**src/rtl/mem_port_arbiter_pkg.sv**
```systemverilog
// Shared types for the memory port arbiter: source encodings, in-flight tag, arbiter states.
package mem_port_arbiter_pkg;

    typedef enum logic {
        SRC_IFETCH = 1'b0,
        SRC_DMEM   = 1'b1
    } src_e;

    typedef struct packed {
        src_e src;
        logic discard;
    } tag_t;

    typedef enum logic {
        StIdle   = 1'b0,
        StLocked = 1'b1
    } arb_state_e;

    // Width needed to hold a count from 0 to depth inclusive.
    function automatic int unsigned cnt_width(input int unsigned depth);
        return $clog2(depth + 1);
    endfunction

endpackage

```
**src/rtl/mem_arb_tag_fifo.sv**
```systemverilog
// In-flight tag FIFO: one tag per accepted memory request, popped on each in-order response.
module mem_arb_tag_fifo
    import mem_port_arbiter_pkg::*;
#(
    parameter int unsigned Depth = 2,
    localparam int unsigned CntW = cnt_width(Depth),
    localparam int unsigned PtrW = (Depth > 1) ? $clog2(Depth) : 1
) (
    input  logic            clk_i,
    input  logic            rst_i,
    input  logic            push,
    input  tag_t            push_tag,
    input  logic            pop,
    input  logic            clr_ifetch,
    output tag_t            head,
    output logic [CntW-1:0] count
);

    tag_t            mem_q [Depth];
    logic [PtrW-1:0] wr_ptr_q, rd_ptr_q;
    logic [CntW-1:0] count_q;
    logic            do_push, do_pop;

    function automatic logic [PtrW-1:0] next_ptr(input logic [PtrW-1:0] p);
        return (p == PtrW'(Depth - 1)) ? '0 : p + 1'b1;
    endfunction

    assign do_pop  = pop & (count_q != '0);
    assign do_push = push & ((count_q != CntW'(Depth)) | do_pop);

    always_ff @(posedge clk_i or posedge rst_i) begin
        if (rst_i) begin
            for (int unsigned i = 0; i < Depth; i++) begin
                mem_q[i] <= '{src: SRC_IFETCH, discard: 1'b0};
            end
            wr_ptr_q <= '0;
            rd_ptr_q <= '0;
            count_q  <= '0;
        end else begin
            // Flush marks every fetch tag; a push in the same cycle is never a fetch.
            for (int unsigned i = 0; i < Depth; i++) begin
                if (clr_ifetch && mem_q[i].src == SRC_IFETCH) begin
                    mem_q[i].discard <= 1'b1;
                end
            end
            if (do_push) begin
                mem_q[wr_ptr_q] <= push_tag;
                wr_ptr_q        <= next_ptr(wr_ptr_q);
            end
            if (do_pop) begin
                rd_ptr_q <= next_ptr(rd_ptr_q);
            end
            if (do_push && !do_pop) begin
                count_q <= count_q + 1'b1;
            end else if (do_pop && !do_push) begin
                count_q <= count_q - 1'b1;
            end
        end
    end

    assign head  = mem_q[rd_ptr_q];
    assign count = count_q;

endmodule

```
**src/rtl/mem_port_arbiter.sv**
```systemverilog
// Shares one memory port between fetch and LSU, routing in-order responses via a tag FIFO.
// Optional round-robin arbitration is enabled by defining MEM_ARB_RR_EN.
module mem_port_arbiter
    import mem_port_arbiter_pkg::*;
#(
    parameter int unsigned OUTSTANDING = 2
) (
    input  logic        clk_i,
    input  logic        rst_i,

    input  logic        ifetch_rd_i,
    input  logic [31:0] ifetch_addr_i,
    input  logic        ifetch_flush_i,
    output logic        ifetch_accept_o,
    output logic        ifetch_valid_o,
    output logic [31:0] ifetch_data_o,
    output logic        ifetch_error_o,

    input  logic        dmem_rd_i,
    input  logic [3:0]  dmem_wr_i,
    input  logic [31:0] dmem_addr_i,
    input  logic [31:0] dmem_data_wr_i,
    output logic        dmem_accept_o,
    output logic        dmem_ack_o,
    output logic [31:0] dmem_data_rd_o,
    output logic        dmem_error_o,

    output logic        mem_rd_o,
    output logic [3:0]  mem_wr_o,
    output logic [31:0] mem_addr_o,
    output logic [31:0] mem_data_wr_o,
    input  logic        mem_accept_i,
    input  logic        mem_ack_i,
    input  logic [31:0] mem_data_rd_i,
    input  logic        mem_error_i,

    output logic        busy_o
);

    localparam int unsigned CntW = cnt_width(OUTSTANDING);

    arb_state_e      state_q, state_d;
    src_e            owner_q, owner_d;
    src_e            gnt_src;
    logic            gnt_valid, xfer, full;
    logic            if_req, dm_req, ack_valid, drop;
    logic [CntW-1:0] count;
    tag_t            head;

`ifdef MEM_ARB_RR_EN
    src_e last_winner_q;

    always_ff @(posedge clk_i or posedge rst_i) begin
        if (rst_i) begin
            last_winner_q <= SRC_IFETCH;
        end else if (xfer) begin
            last_winner_q <= gnt_src;
        end
    end
`endif

    always_ff @(posedge clk_i or posedge rst_i) begin
        if (rst_i) begin
            state_q <= StIdle;
            owner_q <= SRC_IFETCH;
        end else begin
            state_q <= state_d;
            owner_q <= owner_d;
        end
    end

    // Count is registered, so an ack in a full cycle only frees a slot next cycle.
    assign full = (count == CntW'(OUTSTANDING));

    always_comb begin
        if_req    = ifetch_rd_i & ~ifetch_flush_i;
        dm_req    = dmem_rd_i | (|dmem_wr_i);
        gnt_valid = 1'b0;
        gnt_src   = SRC_IFETCH;
        state_d   = StIdle;
        owner_d   = owner_q;

        if (!full) begin
            // A flush breaks a fetch lock and arbitration falls back to the idle path.
            if (state_q == StLocked && !(owner_q == SRC_IFETCH && ifetch_flush_i)) begin
                gnt_src   = owner_q;
                gnt_valid = (owner_q == SRC_DMEM) ? dm_req : if_req;
            end else if (dm_req && if_req) begin
                gnt_valid = 1'b1;
`ifdef MEM_ARB_RR_EN
                gnt_src   = (last_winner_q == SRC_DMEM) ? SRC_IFETCH : SRC_DMEM;
`else
                gnt_src   = SRC_DMEM;
`endif
            end else if (dm_req) begin
                gnt_valid = 1'b1;
                gnt_src   = SRC_DMEM;
            end else if (if_req) begin
                gnt_valid = 1'b1;
                gnt_src   = SRC_IFETCH;
            end
        end

        xfer = gnt_valid & mem_accept_i;

        if (gnt_valid && !mem_accept_i) begin
            state_d = StLocked;
            owner_d = gnt_src;
        end
    end

    always_comb begin
        mem_rd_o        = 1'b0;
        mem_wr_o        = 4'b0;
        mem_addr_o      = 32'b0;
        mem_data_wr_o   = 32'b0;
        ifetch_accept_o = 1'b0;
        dmem_accept_o   = 1'b0;
        if (gnt_valid) begin
            if (gnt_src == SRC_DMEM) begin
                mem_rd_o      = dmem_rd_i;
                mem_wr_o      = dmem_wr_i;
                mem_addr_o    = dmem_addr_i;
                mem_data_wr_o = dmem_data_wr_i;
                dmem_accept_o = mem_accept_i;
            end else begin
                mem_rd_o        = 1'b1;
                mem_addr_o      = ifetch_addr_i;
                ifetch_accept_o = mem_accept_i;
            end
        end
    end

    mem_arb_tag_fifo #(
        .Depth (OUTSTANDING)
    ) u_tag_fifo (
        .clk_i      (clk_i),
        .rst_i      (rst_i),
        .push       (xfer),
        .push_tag   ('{src: gnt_src, discard: 1'b0}),
        .pop        (ack_valid),
        .clr_ifetch (ifetch_flush_i),
        .head       (head),
        .count      (count)
    );

    // Acks with nothing in flight are protocol violations and are dropped.
    assign ack_valid = mem_ack_i & (count != '0);
    assign drop      = head.discard | ifetch_flush_i;

    assign dmem_ack_o     = ack_valid & (head.src == SRC_DMEM);
    assign ifetch_valid_o = ack_valid & (head.src == SRC_IFETCH) & ~drop;
    assign dmem_data_rd_o = mem_data_rd_i;
    assign ifetch_data_o  = mem_data_rd_i;
    assign dmem_error_o   = dmem_ack_o & mem_error_i;
    assign ifetch_error_o = ifetch_valid_o & mem_error_i;

    assign busy_o = (count != '0);

endmodule

```
**config.mk**
```make
export PLATFORM = sky130hd
export DESIGN_NAME = mem_port_arbiter
export DESIGN_NICKNAME = d
export VERILOG_FILES = /design/src/rtl/mem_port_arbiter_pkg.sv /design/src/rtl/mem_arb_tag_fifo.sv /design/src/rtl/mem_port_arbiter.sv
export SDC_FILE = /design/constraint.sdc
export NUM_CORES = 1
export LEC_CHECK = 0
export ABC_AREA = 1
export CORE_AREA = 2 2 108 110
export DETAILED_ROUTE_END_ITERATION = 10
export DIE_AREA = 0 0 110 112
export SYNTH_ARGS = -nofsm -noshare
export SYNTH_HDL_FRONTEND = slang
export SYNTH_SLANG_ARGS = --single-unit
```
**constraint.sdc**
```tcl
create_clock -name clk_i -period 2.7 [get_ports clk_i]
set_clock_uncertainty 0.2 [all_clocks]
set_input_delay 0.27 -clock clk_i [delete_from_list [all_inputs] [get_ports clk_i]]
set_output_delay 0.27 -clock clk_i [all_outputs]
set_load 0.1 [all_outputs]
```
; ---- Yosys cells after proc, flatten, opt, wreduce, memory -nomap -nowiden
; Index checks and enable logic that the tools add are counted.
[totals]
elab_cells = 91
reg_bits = 10
[classes]
bitwise_logic = 21
n_mux = 36
reduce_logical = 16
n_lt_le_gt_ge = 3
n_eq_ne = 2
n_addsub = 4
[ops]
columns = cell, n
row1 = 2-to-1 mux 32 bit, 4
row2 = 2-to-1 mux 1 bit, 21
row3 = 2-to-1 mux 2 bit, 6
row4 = bitwise AND 1 bit, 10
row5 = logical AND 1 bit, 9
row6 = 2-to-1 mux 4 bit, 2
row7 = NOT 1 bit, 6
row8 = bitwise mux 4 bit, 1
row9 = >= comparator 2 bit (second input constant), 2
row10 = logical NOT 1 bit, 4
row11 = NOT 1 -> 2 bit, 2
row12 = nonzero test 2 bit, 2
row13 = OR reduction 4 bit, 1
row14 = 2-to-1 mux 3 bit, 1
row15 = bitwise OR 1 bit, 3
row16 = adder 1 bit (second input constant), 2
row17 = adder 2 x 1 -> 2 bit (second input constant), 1
row18 = demux 2 bit (select 1 bit), 1
row19 = == test 2 bit (second input constant), 1
row20 = < comparator 2 x 1 -> 1 bit (second input constant), 1
row21 = inequality test 2 bit (second input constant), 1
row22 = subtractor 2 x 1 -> 2 bit (second input constant), 1

; ---- Depth between registers and ports, before layout
[depth]
word_depth = 13
mapped_depth = 12
ltp_nobuf = 11

; ---- Modules after synthesis
; Synthesis repeated with hierarchy kept, for this count alone.
[hier_totals]
cells_unflattened = 417
area_unflattened_um2 = 2207.1
[by_module_without_submodules]
columns = mod, seq_area_each_um2, instances, area_each_um2, cells_per_inst
row1 = mem_port_arbiter, 50.0, 1, 1756.7, 363
row2 = mem_arb_tag_fifo, 200.2, 1, 450.4, 54

; ---- Least setup slack after synthesis
; No wires, ideal clock.
[synth_path]
path_type = register to output
startpoint = reg u_tag_fifo.count_q[0], in the netlist u_tag_fifo.count[0]
endpoint = out ifetch_error_o
t_arrival_ns = 4.364
path_slack_ns = -2.134
required_time_ns = 2.230
path_stages_with_launch = 5
cell_sequence = dfrtp_1 -> inv_2 -> nand2_1 -> nand2_1 -> nor4_1
[synth_via]
elab_chain_len = 5
[synth_rtl]
columns = element, line_no
row1 = from (decl), mem_arb_tag_fifo.sv:21  ; logic [CntW-1:0] count_q;
row2 = from (signal assigned), mem_arb_tag_fifo.sv:54  ; count_q <= count_q + 1'b1;
row3 = from (signal assigned), mem_arb_tag_fifo.sv:56  ; count_q <= count_q - 1'b1;
row4 = nonzero test 2 bit, -
row5 = via busy_o, mem_port_arbiter.sv:37  ; output logic busy_o
row6 = bitwise AND 1 bit, mem_port_arbiter.sv:148  ; assign ack_valid = mem_ack_i & (count != '0);
row7 = bitwise AND 1 bit (2 in a row), mem_port_arbiter.sv:152  ; assign ifetch_valid_o = ack_valid & (head.src == SRC_IFETCH) & ~drop;
row8 = bitwise AND 1 bit, mem_port_arbiter.sv:156  ; assign ifetch_error_o = ifetch_valid_o & mem_error_i;
row9 = to (decl), mem_port_arbiter.sv:17  ; output logic ifetch_error_o,
; The timed path passes the listed nets, and every way through them passes these cells.

; ---- Final worst setup path
[layout_path]
startpoint = in ifetch_flush_i
endpoint = out mem_addr_o[27]
[layout_via]
elab_chain_len = 8
elab_cells_between_ends = 17
classes_between = mux (11) / bitwise (2) / reduce/logical (4)
[layout_rtl]
columns = element, line_no
row1 = from (decl), mem_port_arbiter.sv:13  ; input logic ifetch_flush_i,
row2 = NOT 1 bit, mem_port_arbiter.sv:76  ; if_req = ifetch_rd_i & ~ifetch_flush_i;
row3 = bitwise AND 1 bit, mem_port_arbiter.sv:76
row4 = 2-to-1 mux 1 bit / logical AND 1 bit (equally long branches), "mem_port_arbiter.sv:98, mem_port_arbiter.sv:88"
row5 = "2-to-1 mux 1 bit, on equally long branches", "mem_port_arbiter.sv:95, mem_port_arbiter.sv:88"
row6 = "2-to-1 mux 1 bit, on equally long branches", "mem_port_arbiter.sv:88, mem_port_arbiter.sv:85"
row7 = "2-to-1 mux 1 bit, on equally long branches", "mem_port_arbiter.sv:85, mem_port_arbiter.sv:83"
row8 = 2-to-1 mux 1 bit / 2-to-1 mux 32 bit (equally long branches), "mem_port_arbiter.sv:83, mem_port_arbiter.sv:120"
row9 = 2-to-1 mux 32 bit *, mem_port_arbiter.sv:119  ; if (gnt_valid) begin
row10 = to (decl), mem_port_arbiter.sv:30  ; output logic [31:0] mem_addr_o,
; Mark *: on every way between the ends. The rest lies on a longest branch, timed or not.

==> impl_metrics.yaml <==
synth:
  synth-seq-cells: 10
  synth_area_per_cell_um2: 5.69
  synth_common_cells: "nor2_1, buf_4, nand2_1"
  yosysTopAreaCell: "buf_4"
  synthDistinctLibCells: 26
  syn-instance-count: 355
  synth_area_um2: 2020
  syn_nets: 496
  yosysMostFrequentCell: "nor2_1"
  async_flop_share_pct: 100
  synth_edf_count: 0
  ys_seq_area_share_pct: 12.4
  yosys_warnings: 0
  synth_top_area_share_pct: 23.8
  ys.flop_type: "dfrtp_1"
  synth_area_leaders: "buf_4, nor2_1, dfrtp_1"
timing:
  hold_viol_final: 0
  slew_headroom_pct: 70.5
  finalSetupViolCount: 0
  fin_crit_sh_pct: 90.2
  fin_crit_ps: 2440
  tightest_slew_ps: 441
  fmax_mhz: 411
  rsz0062_at_grt: "false"
  maxSlewViolCount: 0
  holdWs_ps: 122
detailed_routing:
  dr.pass1.iters: 4
  wl_per_cell_um: 13.1
  vias: 2398
  route.met3.wl_um: 650
  via_per_inst: 3.94
  route.met2.wl_um: 3950
  first_iter_violations: 74
  drcViolationCount: 0
  detail-route-antenna-nets: 0
  drt-total-wl_um: 7980
  routed.top_layer: "met4"
  wl_met1_um: 3140
clock_tree:
  cts_resized: 0
  cts_buffer_depth: 2
  numCtsBuffers: 3
  cts_setup_buffers: 0
  holdBufCountCts: 0
  cts_tree: "built"
  clkSinkCount: 10
  cts_root_buf: "clkbuf_16"
  clk_latency_ps: 230
  cts.clk_slew.worst_paths_ps: 40
  htreeDepth: 1
placed_design:
  dp_hpwl_um: 6510
  routabilityCongestion: 0.843
  port_buffers: 183
global_route:
  antenna_found_initial: 0
  grt_overflow_total: 0
  grt_pass1_wl_um: 12800
  grt_pass1_vias: 2649
  grt_max_degree: 70
  grt_usage_pct: 13.0
layout:
  syn2layout_area_growth_pct: 122
  nets: 609
  antenna_cells: 0
  layout-drive-gt1-share_pct: 27.7
floorplanning:
  die_area_um2: 12300
  initial_core_util_pct: 18.1
  ios: 280
  chipHeight_um: 112
  row_count: 39
  fp.coreArea_um2: 11200
  die_w_um: 110
critical_path:
  cp.depth: 9
  regToRegEndpoint: "u_tag_fifo.count[1]"
  worstPathBufferInverterCount: 3
  ff2ff_path_depth: 11
  cp-start-kind: "primary input"
  worstSetupEndpointType: "output pin"
  reg2reg_from: "u_tag_fifo.count[1]"
  slowest_delay_ps: 520
  rrSetupSlack_ps: 560
  crit_chain: "clkdlybuf4s50_1, nor2_1, a21oi_2, nand2_2, nand2_2, buf_12, nand2_1, nor2_2, buf_12"
  crit_family: "buffers and inverters"
  cp_slowest_cell: "clkdlybuf4s50_1"
  worstPathMaxFanout: 30
  crit_type: "in -> out"
  cp.arrival_ps: 1970
  cp.required_ps: 2230
status:
  status: "completed"
worst_hold_path:
  hold_class: "in -> async"
job:
  maxCapViolCount: 0
stage by stage:
step | instance area [um2] | setup TNS (ps) | instances | setup WS, ps | util [%]
after global placement | 4400 | 0 | 606 | 248 | 39.3
after global routing | 4470 | 0 | 609 | 56.0 | 40.0
final | 4470 | 0 | 609 | 265 | 40.0
after floorplan | 2150 | -1550 | 355 | -76.9 | -
after detailed placement | 4400 | 0 | 606 | 217 | 39.3
after CTS | 4470 | 0 | 609 | 240 | 40.0
how the worst max path moves through the flow:
| stage | start | slack [ps] | endpoint |
|---|---|---|---|
| after floorplan | u_tag_fifo.count[1] | -80 | mem_data_wr_o[14] |
| after global routing | dmem_wr_i[0] | 60 | mem_addr_o[28] |
| after global placement | dmem_wr_i[0] | 250 | mem_addr_o[27] |
| final | ifetch_flush_i | 260 | mem_addr_o[27] |
| after CTS | dmem_wr_i[0] | 240 | mem_addr_o[25] |
| after detailed placement | dmem_wr_i[0] | 220 | u_tag_fifo.count[1] |
cells by family (layout without fill, tap and decap cells):
kind of cell | after synthesis | after routing | share of synthesized area, %
compound gates | 10 | 10 | 3.04
simple gates | 201 | 201 | 44.2
flops | 10 | 10 | 12.4
buf+inv | 130 | 241 | 38.4
fa+ha+maj | 1 | 1 | 0.620
xor+xnor | 3 | 3 | 1.30
area by class of cell:
cell class                      count  area [um2]
Inverter                           49         184
Multi-Input combinational cell    215        1120
Sequential cell                    10         250
Clock buffer                        3        75.1
Tap cell                          143         179
Timing Repair Buffer              189        2660
Fill cell                        1105        6700
sequential cells by signal, indices dropped and copies added (netlist names):
| name | cells |
|---|---|
| owner_q | 1 |
| u_tag_fifo.count | 2 |
| u_tag_fifo.mem_q | 4 |
| u_tag_fifo.wr_ptr_q | 1 |
| state_q | 1 |
| u_tag_fifo.rd_ptr_q | 1 |
routing by layer:
layer  global-route usage (%)  vias to the layer above
met5                        0                        -
met3                     3.98                       28
li1                         -                     1219
met4                     4.64                        0
met1                     15.0                     1046
met2                     22.5                      105
cell usage in the layout (no fill, tap or decap), types with 10 or more instances in the layout:
master             n
clkdlybuf4s50_1  107
inv_1             45
nand2_1           49
nor2_1            76
nand3b_1          32
buf_12            78
dfrtp_1           10
nor2_2            33
Power is left out: the tool's default activity adds up to more than one toggle a clock period on the data nets, which glitch-free logic cannot reach.
